`src/rtl/output_gain_limiter_pkg.sv`:
```
// Shared definitions for the output gain stage and later stages that reuse
// sat_round: sample/gain widths, saturation limits, ramp/hold defaults and
// the sequencing FSM encoding.
package output_gain_limiter_pkg;

    localparam int SAMPLE_W     = 24;
    localparam int GAIN_W       = 16;
    localparam int GAIN_FRAC    = 14;
    localparam int GAIN_UNITY   = 16384;
    localparam int GAIN_STEP    = 64;
    localparam int HOLD_SAMPLES = 4800;

    localparam logic [SAMPLE_W-1:0] SAT_MAX = 24'h7FFFFF;
    localparam logic [SAMPLE_W-1:0] SAT_MIN = 24'h800000;

    typedef enum logic [1:0] {
        ST_IDLE = 2'd0,
        ST_CAP  = 2'd1,
        ST_MUL  = 2'd2,
        ST_OUT  = 2'd3
    } state_t;

endpackage

```
`src/rtl/output_gain_limiter_sat_round.sv`:
```
// sat_round: rounds a signed Q(FRAC) product to N bits (round half up) and
// saturates to the N-bit signed range.
//   prod   in   N+G+1  signed product of sample and unsigned gain
//   value  out  N      rounded, saturated sample
//   sat    out  1      value was clamped
module sat_round
    import output_gain_limiter_pkg::*;
#(
    parameter int N    = SAMPLE_W,
    parameter int G    = GAIN_W,
    parameter int FRAC = GAIN_FRAC
) (
    input  logic signed [N+G:0] prod,
    output logic        [N-1:0] value,
    output logic                sat
);

    localparam int PW = N + G + 1;

    localparam logic signed [PW-1:0] HALF  = {{(PW-FRAC){1'b0}}, 1'b1, {(FRAC-1){1'b0}}};
    localparam logic signed [PW-1:0] R_MAX = {{(PW-N+1){1'b0}}, {(N-1){1'b1}}};
    localparam logic signed [PW-1:0] R_MIN = {{(PW-N+1){1'b1}}, {(N-1){1'b0}}};

    logic signed [PW-1:0] rounded;

    always_comb begin
        // The product never uses the top bit, so adding HALF cannot overflow.
        rounded = (prod + HALF) >>> FRAC;
        sat     = 1'b0;
        value   = rounded[N-1:0];
        if (rounded > R_MAX) begin
            value = {1'b0, {(N-1){1'b1}}};
            sat   = 1'b1;
        end else if (rounded < R_MIN) begin
            value = {1'b1, {(N-1){1'b0}}};
            sat   = 1'b1;
        end
    end

endmodule

```
`src/rtl/output_gain_limiter.sv`:
```
// output_gain_limiter: final stage of the filter chain. Applies a ramped
// (zipper-free) Q2.14 gain with rounding and saturation, and drives a held
// clip indicator.
//   clk          system clock
//   reset_n      async active-low reset
//   sample_trig  one-cycle pulse, data_in valid
//   data_in      signed input sample
//   gain_target  requested gain, Q2.14, sampled on acceptance
//   bypass       pass data_in through with the same latency
//   data_out     signed output sample, held between updates
//   filter_end   one-cycle pulse, data_out updated
//   clip         held saturation indicator
//   gain_cur     gain currently applied
//
// state | meaning
// IDLE  | waiting for sample_trig; captures sample, bypass, target
// CAP   | step gain_cur toward the captured target
// MUL   | register sample * gain_cur
// OUT   | round/saturate, update data_out, clip hold, pulse filter_end
module output_gain_limiter
    import output_gain_limiter_pkg::*;
#(
    parameter int N    = SAMPLE_W,
    parameter int G    = GAIN_W,
    parameter int FRAC = GAIN_FRAC,
    parameter int STEP = GAIN_STEP,
    parameter int HOLD = HOLD_SAMPLES
) (
    input  logic         clk,
    input  logic         reset_n,
    input  logic         sample_trig,
    input  logic [N-1:0] data_in,
    input  logic [G-1:0] gain_target,
    input  logic         bypass,
    output logic [N-1:0] data_out,
    output logic         filter_end,
    output logic         clip,
    output logic [G-1:0] gain_cur
);

    localparam int PW = N + G + 1;
    localparam int HW = $clog2(HOLD + 1);
    localparam logic [G-1:0]  STEP_G = G'(STEP);
    localparam logic [HW-1:0] HOLD_V = HW'(HOLD);

    state_t state_q, state_d;

    logic [N-1:0]          data_q;
    logic                  byp_q;
    logic [G-1:0]          tgt_q;
    logic signed [PW-1:0]  prod_q;
    logic [HW-1:0]         hold_q;
    logic [G-1:0]          gain_d;
    logic [N-1:0]          rnd_val;
    logic                  rnd_sat;
    logic [N-1:0]          out_val;
    logic                  out_sat;

    always_ff @(posedge clk or negedge reset_n) begin
        if (!reset_n) state_q <= ST_IDLE;
        else          state_q <= state_d;
    end

    always_comb begin
        state_d = state_q;
        case (state_q)
            ST_IDLE: if (sample_trig) state_d = ST_CAP;
            ST_CAP:  state_d = ST_MUL;
            ST_MUL:  state_d = ST_OUT;
            ST_OUT:  state_d = ST_IDLE;
            default: state_d = ST_IDLE;
        endcase
    end

    // Slew-limited step toward the target captured with this sample.
    always_comb begin
        gain_d = gain_cur;
        if (tgt_q > gain_cur) begin
            if ((tgt_q - gain_cur) > STEP_G) gain_d = gain_cur + STEP_G;
            else                             gain_d = tgt_q;
        end else if (tgt_q < gain_cur) begin
            if ((gain_cur - tgt_q) > STEP_G) gain_d = gain_cur - STEP_G;
            else                             gain_d = tgt_q;
        end
    end

    sat_round #(.N(N), .G(G), .FRAC(FRAC)) u_sat_round (
        .prod  (prod_q),
        .value (rnd_val),
        .sat   (rnd_sat)
    );

    assign out_val = byp_q ? data_q : rnd_val;
    assign out_sat = !byp_q && rnd_sat;

    always_ff @(posedge clk or negedge reset_n) begin
        if (!reset_n) begin
            data_q     <= '0;
            byp_q      <= 1'b0;
            tgt_q      <= '0;
            prod_q     <= '0;
            hold_q     <= '0;
            gain_cur   <= '0;
            data_out   <= '0;
            filter_end <= 1'b0;
            clip       <= 1'b0;
        end else begin
            filter_end <= 1'b0;
            case (state_q)
                ST_IDLE: begin
                    if (sample_trig) begin
                        data_q <= data_in;
                        byp_q  <= bypass;
                        tgt_q  <= gain_target;
                    end
                end
                ST_CAP: gain_cur <= gain_d;
                ST_MUL: prod_q <= PW'($signed(data_q)) * PW'($signed({1'b0, gain_cur}));
                ST_OUT: begin
                    data_out   <= out_val;
                    filter_end <= 1'b1;
                    if (out_sat) begin
                        hold_q <= HOLD_V;
                        clip   <= 1'b1;
                    end else if (hold_q != '0) begin
                        hold_q <= hold_q - 1'b1;
                        if (hold_q == HW'(1)) clip <= 1'b0;
                    end
                end
                default: ;
            endcase
        end
    end

endmodule
```
`config.mk`:
```
export PLATFORM = sky130hd
export DESIGN_NAME = output_gain_limiter
export DESIGN_NICKNAME = d
export VERILOG_FILES = /design/src/rtl/output_gain_limiter_pkg.sv /design/src/rtl/output_gain_limiter_sat_round.sv /design/src/rtl/output_gain_limiter.sv
export SDC_FILE = /design/constraint.sdc
export NUM_CORES = 1
export LEC_CHECK = 0
export CAP_MARGIN = 20
export CORE_MARGIN = 3
export CORE_UTILIZATION = 35
export DETAILED_ROUTE_END_ITERATION = 16
export PLACE_DENSITY_LB_ADDON = 0.3
export SLEW_MARGIN = 20
export SYNTH_ARGS = -nofsm -noshare
export SYNTH_HDL_FRONTEND = slang
export SYNTH_SLANG_ARGS = --single-unit
```
`constraint.sdc`:
```
create_clock -name clk -period 8.8 [get_ports clk]
set_clock_uncertainty 0.15 [all_clocks]
set_input_delay 1.76 -clock clk [delete_from_list [all_inputs] [get_ports clk]]
set_output_delay 1.76 -clock clk [all_outputs]
set_load 0.02 [all_outputs]
```
==> impl_summary.txt <==
----------------------------------------------------
[Run status]
  Outcome ... finished, final reports clean

[GRT]
  Pin count of the biggest net entering global routing ... 80
  Overall fraction of global-route tracks in use ... ~19%
  Wire length of the first global-routing pass ... around 93 mm
  GRT Residual Overflow ... 0
  Antenna violations before repair ... 0
  Number of global-route vias before repair ... approximately 17000

[Layout]
  Finished layout cell area ... ~24000 um^2
  Layout cell share with drive strength beyond 1 ... slightly below 6%
  Inserted Diodes ... 0
  Total Nets Final ... a little under 3000
  Filler Cells Inserted ... slightly below 6000
  Post-synthesis to final-layout area growth ... 10.5%

[Flow run]
  Max-capacitance violation count ... 0

[Detailed routing]
  Routed Antenna Nets ... 0
  Initial detailed-routing violation count ... 855
  Via total after detailed routing ... about 16000
  Average wire per standard cell ... approximately 18 um
  DRC viols ... 0
  Total wire length ... 56.0 mm
  Detailed-route vias per instance ... roughly 5
  Drt pass-1 iters ... 5

[Clock tree]
  Deepest level of the CTS H-tree ... 4
  CTS tree ... done
  Latest clock arrival within the worst-skew pair ... ~0.46 ns
  CTS root buf ... sky130_fd_sc_hd__clkbuf_16
  Hold-fix buffer count after cts ... 0
  CTS Buffer Depth ... 2
  Reg clk slew, reported paths ... around 0.06 ns
  Post-CTS setup-driven buffer insertion count ... 0
  Total clock buffers created by CTS ... 17
  Quantity of gates resized following cts ... 0
  Clk sink count ... ~130

[Placement]
  Post-Place Setup Slack ... a little over 1 ns
  Detail Placement HPWL ... about 45 mm
  IO Port Bufs ... 85
  Final GP Congestion ... between 0.8 and 0.9
  Post-DP Area ... roughly 23000 um^2

[Synth]
  Count of warnings emitted by yosys ... 0
  Post-synth EDFFs ... 0
  Synthesized netlist net count ... a little under 3000
  Mean cell area of the mapped netlist ... approximately 9 um^2
  Sequential-to-total area share from yosys stat ... approximately 15%
  Dominant register cell in the synthesized netlist ... sky130_fd_sc_hd__dfrtp_1
  Area of the mapped netlist ... approximately 21000 um^2
  Number of distinct library cells after synthesis ... 70
  FFs w/ async S/R, synth ... 100%
  Number of standard cells after synthesis ... 2338
  Synthesis-stage register bit count ... roughly 130

[Hold path]
  Worst min-delay path class ... flip-flop to flip-flop

[Setup path]
  Crit path launch type ... flip-flop
  Required arrival time at the worst endpoint ... 9.03 ns
  Critical path class ... flip-flop to flip-flop
  Register-to-register setup slack ... 1.02 ns
  Highest net fanout along the worst path ... 27
  Worst setup EP type ... flip-flop
  Critical Path AT ... 8.02 ns

[STA]
  Final-report hold violation count ... 0
  Measured slew at the worst slew-check pin ... ~0.96 ns
  Worst relative slew slack ... 35.7%
  Share of the clock period used by the worst path after layout ... 88.4%
  FMAX ... about 130 MHz
  Final setup viols ... 0
  Post-layout minimum cycle time ... just under 8 ns
  Post-Route Setup TNS ... 0 ns
  Setup repair after global routing missed its margin ... no
  Number of slew-limit violations in the final report ... 0
  Worst setup slack after layout ... slightly above 1 ns
  WHS ... 0.324 ns

[Die]
  Height of the die ... about 250 um
  Die area ... roughly 64000 um^2
  Horizontal extent of the die ... roughly 250 um
  Area inside the core boundary ... about 60000 um^2
  Initial cell density of the core ... roughly 36%
  Site row count ... 89
  Top-Level Pins ... 86

----------------------------------------------------
-- synth_stat cells, types with 15 or more instances --
master,count,share of area [%]
sky130_fd_sc_hd__a21o_1,23,0.81
sky130_fd_sc_hd__a21oi_1,79,1.9
sky130_fd_sc_hd__and2_1,156,4.6
sky130_fd_sc_hd__clkbuf_1,93,1.6
sky130_fd_sc_hd__dfrtp_1,126,15
sky130_fd_sc_hd__fa_1,376,35
sky130_fd_sc_hd__ha_1,140,8.2
sky130_fd_sc_hd__inv_1,488,8.6
sky130_fd_sc_hd__mux2_2,67,3.5
sky130_fd_sc_hd__nand2_1,278,4.9
sky130_fd_sc_hd__nand3_1,37,0.87
sky130_fd_sc_hd__nand3b_1,25,0.88
sky130_fd_sc_hd__nand4_1,15,0.44
sky130_fd_sc_hd__nor2_1,76,1.3
sky130_fd_sc_hd__nor3_1,20,0.47
sky130_fd_sc_hd__o21ai_0,64,1.5
sky130_fd_sc_hd__xnor2_1,56,2.3
sky130_fd_sc_hd__xor2_1,27,1.1
-- path summary, 6_finish.rpt --
path	from	endpoint	depth (start not counted)
worst max register to register	gain_cur[4]	prod_q[40]	22
worst min register to register	hold_q[8]	hold_q[8]	1
max in group asynchronous	reset_n	tgt_q[9]	2
worst max-delay path	gain_cur[4]	prod_q[40]	22
worst min-delay path	hold_q[8]	hold_q[8]	1
min in group asynchronous	reset_n	prod_q[17]	1
-- cell usage in the layout (no fill, tap or decap), drive strengths merged, types with 4 or more instances in the layout --
cell type        n
nor2            76
o21ai           72
nand4           15
or3             13
inv            493
xor2            27
nor2b           13
and2           158
nand3b          25
nand3           37
nor3            20
o211ai           5
mux2i            9
ha             140
dfrtp          126
xnor2           56
o21a             7
mux2            68
clkdlybuf4s50   84
nand2          279
and3            10
a31oi            8
o221a            4
a21o            23
or4              6
fa             376
o31ai           11
bufinv           4
buf             25
nand2b           8
a21oi           81
a211oi          14
clkbuf          18
o21bai           9
-- flip-flops by register name, indices dropped and copies added, names as in the netlist, 2 cells and up --
signal / count
state_q: 2
tgt_q: 16
gain_cur: 16
data_q: 24
hold_q: 13
prod_q: 28
data_out: 24
-- layout make-up --
class / count / area [um^2] / area share [%]
Clock inverter: 14 / 205 / 0.872
Clock buffer: 18 / 439 / 1.87
Multi-Input combinational cell: 1616 / 15900 / 67.6
Sequential cell: 126 / 3150 / 13.4
Timing Repair Buffer: 109 / 1030 / 4.39
Tap cell: 773 / 967 / 4.11
Inverter: 489 / 1840 / 7.80
-- metal layers --
layer / GRT usage (%) / routed length, um
met4: 6.06 / 1410
met2: 34.0 / 29500
met1: 22.9 / 23300
met3: 1.79 / 1670
met5: 0 / 0
-- critical path, stage by stage, from the launching register on --
cell and delay [ns]:
sky130_fd_sc_hd__dfrtp_1 0.97, sky130_fd_sc_hd__nand2_1 0.18, sky130_fd_sc_hd__fa_1 0.58, sky130_fd_sc_hd__fa_1 0.44
sky130_fd_sc_hd__fa_1 0.52, sky130_fd_sc_hd__inv_1 0.05, sky130_fd_sc_hd__fa_1 0.46, sky130_fd_sc_hd__fa_1 0.54
sky130_fd_sc_hd__inv_1 0.06, sky130_fd_sc_hd__fa_1 0.52, sky130_fd_sc_hd__inv_1 0.04, sky130_fd_sc_hd__ha_1 0.34
sky130_fd_sc_hd__o21ai_0 0.25, sky130_fd_sc_hd__nor2_1 0.09, sky130_fd_sc_hd__or3_1 0.43, sky130_fd_sc_hd__or2_1 0.30
sky130_fd_sc_hd__a31oi_1 0.40, sky130_fd_sc_hd__o31a_1 0.26, sky130_fd_sc_hd__o21ai_1 0.17, sky130_fd_sc_hd__a31oi_1 0.34
sky130_fd_sc_hd__nor2b_1 0.09, sky130_fd_sc_hd__or3_1 0.34, sky130_fd_sc_hd__a31oi_1 0.16
-- cell families (layout without fill, tap and decap cells) --
kind of cell | count (synthesis) | after routing | share of synthesized area (%)
compound gates | 268 | 268 | 7.95
flops | 126 | 126 | 14.8
mux | 77 | 77 | 4.04
simple gates | 672 | 672 | 15.7
xor+xnor | 83 | 83 | 3.41
fa+ha+maj | 516 | 516 | 43.6
buf+inv | 596 | 630 | 10.6
-- metrics by stage --
stage / util [%] / std cells
2_1_floorplan: - / 2338
3_3_place_gp: 38.4 / 3112
3_5_place_dp: 38.4 / 3112
4_1_cts: 39.5 / 3144
5_1_grt: 39.5 / 3145
6_report: 39.5 / 3145
Power is left out: the tool's default activity adds up to more than one toggle a clock period on the data nets, which glitch-free logic cannot reach.
